--- src/rtl/uart_arb_pkg.sv ---
// Shared types and constants for the UART transmit arbiter.
package uart_arb_pkg;

   typedef enum logic [1:0] {
      IDLE   = 2'd0,
      HEADER = 2'd1,
      DATA   = 2'd2
   } arb_state_e;

   localparam logic [3:0] HDR_TAG = 4'hA;

   function automatic int clog2(input int n);
      int r;
      r = 0;
      while ((1 << r) < n) r++;
      return r;
   endfunction

endpackage

--- src/rtl/rr_arbiter.sv ---
// Combinational round-robin pick: first asserted request at or above ptr, wrapping.
module rr_arbiter
   import uart_arb_pkg::*;
#(
   parameter int NUM_REQ = 4
) (
   input  logic [NUM_REQ-1:0]          req,
   input  logic [clog2(NUM_REQ)-1:0]   ptr,
   output logic [NUM_REQ-1:0]          grant,
   output logic [clog2(NUM_REQ)-1:0]   grant_idx,
   output logic                        any_req
);

   localparam int IDX_W = clog2(NUM_REQ);

   logic [IDX_W:0]   sum;
   logic [IDX_W-1:0] cand;

   // ptr < NUM_REQ and i < NUM_REQ, so one conditional subtract is a full modulo.
   always_comb begin
      grant     = '0;
      grant_idx = '0;
      any_req   = 1'b0;
      sum       = '0;
      cand      = '0;
      for (int i = 0; i < NUM_REQ; i++) begin
         sum = {1'b0, ptr} + (IDX_W + 1)'(i);
         if (sum >= (IDX_W + 1)'(NUM_REQ)) sum = sum - (IDX_W + 1)'(NUM_REQ);
         cand = sum[IDX_W-1:0];
         if (!any_req && req[cand]) begin
            any_req     = 1'b1;
            grant_idx   = cand;
            grant[cand] = 1'b1;
         end
      end
   end

endmodule

--- src/rtl/uart_tx_arbiter.sv ---
// Packet-granular round-robin arbiter feeding one UART transmitter FIFO,
// with an optional requester-ID header byte ahead of each packet.
module uart_tx_arbiter
   import uart_arb_pkg::*;
#(
   parameter int NUM_REQ     = 4,
   parameter int HEADER_EN   = 1,
   parameter int MAX_PKT_LEN = 16
) (
   input  logic                   clock_i,
   input  logic                   reset_i,
   input  logic [NUM_REQ-1:0]     req_valid_i,
   input  logic [8*NUM_REQ-1:0]   req_data_i,
   input  logic [NUM_REQ-1:0]     req_last_i,
   output logic [NUM_REQ-1:0]     req_ready_o,
   output logic [7:0]             tx_data_o,
   output logic                   tx_write_o,
   input  logic                   tx_full_i,
   output logic [NUM_REQ-1:0]     grant_o,
   output logic                   busy_o
);

   localparam int IDX_W = clog2(NUM_REQ);

   arb_state_e         state_q, state_d;
   logic [IDX_W-1:0]   owner_q, owner_d;
   logic [IDX_W-1:0]   rr_ptr_q, rr_ptr_d;
   logic [7:0]         byte_cnt_q, byte_cnt_d;
   logic [NUM_REQ-1:0] grant_q, grant_d;

   logic [NUM_REQ-1:0] win_grant;
   logic [IDX_W-1:0]   win_idx;
   logic               any_req;
   logic [7:0]         owner_byte;
   logic               at_max;
   logic [IDX_W-1:0]   next_ptr;

   function automatic logic [7:0] hdr_byte(input logic [IDX_W-1:0] idx);
      logic [3:0] id;
      id            = '0;
      id[IDX_W-1:0] = idx;
      return {HDR_TAG, id};
   endfunction

   rr_arbiter #(
      .NUM_REQ (NUM_REQ)
   ) u_rr_arbiter (
      .req       (req_valid_i),
      .ptr       (rr_ptr_q),
      .grant     (win_grant),
      .grant_idx (win_idx),
      .any_req   (any_req)
   );

   assign owner_byte = req_data_i[{owner_q, 3'b000} +: 8];
   assign at_max     = (({1'b0, byte_cnt_q} + 9'd1) == 9'(MAX_PKT_LEN));
   assign next_ptr   = (owner_q == IDX_W'(NUM_REQ - 1)) ? '0 : owner_q + 1'b1;
   assign grant_o    = grant_q;
   assign busy_o     = (state_q != IDLE);

   always_comb begin
      state_d     = state_q;
      owner_d     = owner_q;
      rr_ptr_d    = rr_ptr_q;
      byte_cnt_d  = byte_cnt_q;
      grant_d     = grant_q;
      req_ready_o = '0;
      tx_write_o  = 1'b0;
      tx_data_o   = '0;
      case (state_q)
         IDLE: begin
            if (any_req) begin
               owner_d    = win_idx;
               grant_d    = win_grant;
               byte_cnt_d = '0;
               state_d    = (HEADER_EN != 0) ? HEADER : DATA;
            end
         end
         HEADER: begin
            if (!tx_full_i) begin
               tx_write_o = 1'b1;
               tx_data_o  = hdr_byte(owner_q);
               state_d    = DATA;
            end
         end
         DATA: begin
            req_ready_o = tx_full_i ? '0 : grant_q;
            if (req_valid_i[owner_q] && !tx_full_i) begin
               tx_write_o = 1'b1;
               tx_data_o  = owner_byte;
               byte_cnt_d = byte_cnt_q + 8'd1;
               // A length release leaves the rest of the stream for a later grant.
               if (req_last_i[owner_q] || at_max) begin
                  state_d  = IDLE;
                  grant_d  = '0;
                  rr_ptr_d = next_ptr;
               end
            end
         end
         default: begin
            state_d = IDLE;
            grant_d = '0;
         end
      endcase
   end

   always_ff @(posedge clock_i) begin
      if (reset_i) begin
         state_q    <= IDLE;
         owner_q    <= '0;
         rr_ptr_q   <= '0;
         byte_cnt_q <= '0;
         grant_q    <= '0;
      end else begin
         state_q    <= state_d;
         owner_q    <= owner_d;
         rr_ptr_q   <= rr_ptr_d;
         byte_cnt_q <= byte_cnt_d;
         grant_q    <= grant_d;
      end
   end

endmodule

--- config.mk ---
export PLATFORM = sky130hd
export DESIGN_NAME = uart_tx_arbiter
export DESIGN_NICKNAME = d
export VERILOG_FILES = /design/src/rtl/uart_arb_pkg.sv /design/src/rtl/rr_arbiter.sv /design/src/rtl/uart_tx_arbiter.sv
export SDC_FILE = /design/constraint.sdc
export NUM_CORES = 1
export LEC_CHECK = 0
export CAP_MARGIN = 0
export CORE_MARGIN = 4
export CORE_UTILIZATION = 51
export CTS_CLUSTER_SIZE = 25
export DETAILED_ROUTE_END_ITERATION = 8
export PLACE_DENSITY_LB_ADDON = 0.15
export SETUP_SLACK_MARGIN = 0.4
export SYNTH_ARGS = -nofsm -noshare
export SYNTH_HDL_FRONTEND = slang
export SYNTH_SLANG_ARGS = --single-unit
--- constraint.sdc ---
create_clock -name clock_i -period 6.95 [get_ports clock_i]
set_input_delay 0.695 -clock clock_i [delete_from_list [all_inputs] [get_ports clock_i]]
set_output_delay 0.695 -clock clock_i [all_outputs]
set_load 0.03 [all_outputs]
==> impl_metrics.prom <==
# TYPE chip_impl_metric gauge
chip_impl_metric{name="async_flop_share",unit=""} 0
chip_impl_info{name="cts_tree",value="yes"} 1
chip_impl_metric{name="fin_worst_hold_slack",unit="ps"} 498
chip_impl_metric{name="drt-pass1-iter-count",unit=""} 4
chip_impl_metric{name="std_cell_rows",unit=""} 22
chip_impl_metric{name="layout_setup_ws",unit="ps"} 2860
chip_impl_metric{name="grt_max_degree",unit=""} 21
chip_impl_metric{name="cts.sinks",unit=""} 18
chip_impl_metric{name="synthDominantCellAreaShare",unit=""} 0.187
chip_impl_metric{name="pre_cts_slack",unit="ps"} 2870
chip_impl_metric{name="hold_viol_final",unit=""} 0
chip_impl_metric{name="netlist_instances",unit=""} 240
chip_impl_metric{name="num-nets-final",unit=""} 346
chip_impl_metric{name="layout_min_cycle_time",unit="ps"} 4090
chip_impl_metric{name="max_cap_violations",unit=""} 0
chip_impl_metric{name="synth_enable_flop_cells",unit=""} 0
chip_impl_metric{name="clk_pin_slew_worst_paths",unit="ps"} 70
chip_impl_metric{name="synth.net_count",unit=""} 297
chip_impl_metric{name="final_max_slew_viol_count",unit=""} 0
chip_impl_metric{name="synth.yosys.warnings",unit=""} 0
chip_impl_info{name="ys_top_cells_by_area",value="sky130_fd_sc_hd__dfxtp_1 (19%), sky130_fd_sc_hd__mux4_2 (12%), sky130_fd_sc_hd__ha_1 (9.1%)"} 1
chip_impl_metric{name="yosys_register_bits",unit=""} 18
chip_impl_metric{name="cts_hold_repair.buffers",unit=""} 0
chip_impl_metric{name="peakVddDrop",unit="mV"} 0.103
chip_impl_info{name="layout_commonest_cell",value="sky130_fd_sc_hd__clkdlybuf4s50_1"} 1
chip_impl_metric{name="fin_skew",unit="ps"} 5.83
chip_impl_info{name="cts.root.buffer_cell",value="sky130_fd_sc_hd__clkbuf_8"} 1
chip_impl_info{name="worst-setup-path-type",value="in -> out"} 1
chip_impl_info{name="hold_class",value="reg -> reg"} 1
chip_impl_metric{name="dieWidth",unit="um"} 69.5
chip_impl_metric{name="routed_wirelength",unit="um"} 5160
chip_impl_metric{name="clock_latency",unit="ps"} 250
chip_impl_metric{name="worst_slew_margin_rel",unit=""} 0.476
chip_impl_metric{name="static-leakage-power",unit="nW"} 0.941
chip_impl_metric{name="antenna-diode-count",unit=""} 0
chip_impl_metric{name="synth_sequential_area_ratio",unit=""} 0.187
chip_impl_info{name="outcome",value="completed"} 1
chip_impl_info{name="ys.flop_type",value="sky130_fd_sc_hd__dfxtp_1"} 1
chip_impl_metric{name="synthesis.area_per_instance",unit="sq um"} 8.04
chip_impl_metric{name="place.gp.congestion",unit=""} 0.848
chip_impl_metric{name="detail_route.iter0.violations",unit=""} 241
chip_impl_metric{name="tritoncts.num_buffers",unit=""} 3
chip_impl_metric{name="floorplan.die_area",unit="sq um"} 4830
chip_impl_metric{name="arrival",unit="ps"} 3390
chip_impl_metric{name="viasPerCell",unit=""} 6.16
chip_impl_metric{name="fmax",unit="MHz"} 245
chip_impl_info{name="synth_top_cell_by_area",value="sky130_fd_sc_hd__dfxtp_1"} 1
chip_impl_metric{name="final_util",unit=""} 0.702
chip_impl_metric{name="cts_repair_resizes",unit=""} 0
chip_impl_metric{name="flow.area_growth_from_synthesis",unit="%"} 33.2
chip_impl_metric{name="drive_gt1_frac",unit=""} 0.0732
chip_impl_metric{name="wire_per_inst",unit="um"} 15.4
chip_impl_metric{name="worst-r2r-cell-count",unit=""} 8
chip_impl_metric{name="setup_tns",unit="ps"} 0
chip_impl_metric{name="fin_crit_sh",unit=""} 0.588
chip_impl_metric{name="antenna_violations_before_repair",unit=""} 0
chip_impl_metric{name="via_count",unit=""} 2064
chip_impl_metric{name="gr_ovfl_total",unit=""} 0
chip_impl_metric{name="dieHeight",unit="um"} 69.5
chip_impl_metric{name="worstHoldPathCells",unit=""} 2
chip_impl_metric{name="first_pass_grt_wire_length",unit="um"} 8750
chip_impl_info{name="leading_cell_types_in_the_layout_fill_and_taps_excluded",value="sky130_fd_sc_hd__clkdlybuf4s50_1 (60), sky130_fd_sc_hd__o21ai_0 (23), sky130_fd_sc_hd__a21oi_1 (22), sky130_fd_sc_hd__nor2_1 (22), sky130_fd_sc_hd__dfxtp_1 (18)"} 1
chip_impl_metric{name="max-clock-path-buffers",unit=""} 2
chip_impl_metric{name="first_global_vias",unit=""} 1941
chip_impl_metric{name="top_level_ports",unit=""} 61
chip_impl_info{name="end_kind",value="primary output"} 1
chip_impl_metric{name="detailed_place_hpwl",unit="um"} 3960
chip_impl_metric{name="design_area",unit="sq um"} 2570
chip_impl_metric{name="finalSetupViolCount",unit=""} 0
chip_impl_metric{name="grt_usage",unit=""} 0.218
chip_impl_metric{name="start_util",unit=""} 0.527
chip_impl_metric{name="critical_path_peak_fanout",unit=""} 17
chip_impl_metric{name="worst_slew_pin_slew",unit="ps"} 785
chip_impl_metric{name="remaining_drc_errors",unit=""} 0
chip_impl_metric{name="post_synthesis_cell_area",unit="sq um"} 1930
chip_impl_metric{name="synth_cell_type_count",unit=""} 52
chip_impl_metric{name="htreeDepth",unit=""} 1
chip_impl_metric{name="io_buffer_count",unit=""} 60
chip_impl_info{name="grt_setup_unrepaired",value="false"} 1
chip_impl_metric{name="placed_area",unit="sq um"} 2530
chip_impl_metric{name="cts.repair_timing.setup_buffer_count",unit=""} 0
chip_impl_metric{name="antenna_left",unit=""} 0
chip_impl_metric{name="core",unit="sq um"} 3660
chip_impl_metric{name="worst-endpoint-required",unit="ps"} 6250
chip_impl_info{name="crit_path_start_kind",value="primary input"} 1
chip_impl_metric{name="powerDensity",unit="nW/um^2"} 155
[synthesized netlist by cell type (all sizes together), types with 5 or more instances]
master	number
o21ai	25
a21oi	22
nor2	22
dfxtp	18
ha	14
clkbuf	13
mux4	10
nor2b	10
nand2	9
a22oi	8
inv	8
nand2b	6
a221oi	5
and2	5
mux2i	5
[flip-flops by register name, summed over array words and instances, names as in the netlist]
| signal | cells |
|---|---|
| grant_o | 4 |
| rr_ptr_q | 2 |
| state_q | 2 |
| owner_q | 2 |
| byte_cnt_q | 8 |
[metal layers]
metal	GRT usage	share of wire	up-vias	wire (um)
met5	0	0	-	0
met4	0.0586	0.011	0	55
li1	-	-	1005	-
met2	0.344	0.44	92	2280
met3	0.0522	0.10	4	516
met1	0.295	0.45	963	2310
[worst max-delay path, cell delays in order]
cell	delay, ps
sky130_fd_sc_hd__clkdlybuf4s50_1	790
sky130_fd_sc_hd__mux4_2	390
sky130_fd_sc_hd__and2_1	510
sky130_fd_sc_hd__o21a_1	230
sky130_fd_sc_hd__o21a_1	120
sky130_fd_sc_hd__clkdlybuf4s50_1	660
[final timing paths]
path	startpoint	end	slack, ps
max	req_valid_i[1]	tx_data_o[7]	2860
min	state_q[0]	state_q[0]	500
max reg2reg	rr_ptr_q[1]	grant_o[0]	3690
min reg2reg	state_q[0]	state_q[0]	500
[power breakdown]
part,internal (mW),switching [mW]
Sequential,0.112,0.0178
Clock,0.0385,0.0328
Combinational,0.0994,0.0978
[area by class of cell]
class / instances / area, sq um
flip-flops and latches: 18 / 360
fillers: 301 / 1090
well taps: 48 / 60.1
inverters: 8 / 30.0
repair buffers: 60 / 601
clock buffers: 3 / 41.3
multi-input cells: 198 / 1480
[metrics by stage]
stage               std cells  total power [mW]
floorplan                 240             0.261
global placement          332             0.327
detailed placement        332             0.328
CTS                       335             0.400
global route              335             0.423
finish                    335             0.398
[logic make-up after synthesis]
| group | share of synthesized area |
|---|---|
| simple gates | 0.224 |
| buf+inv | 0.0473 |
| fa+ha+maj | 0.0908 |
| compound gates | 0.288 |
| mux | 0.154 |
| xor+xnor | 0.00908 |
| flops | 0.187 |
Note: power is estimated with default switching activity, not from simulation.
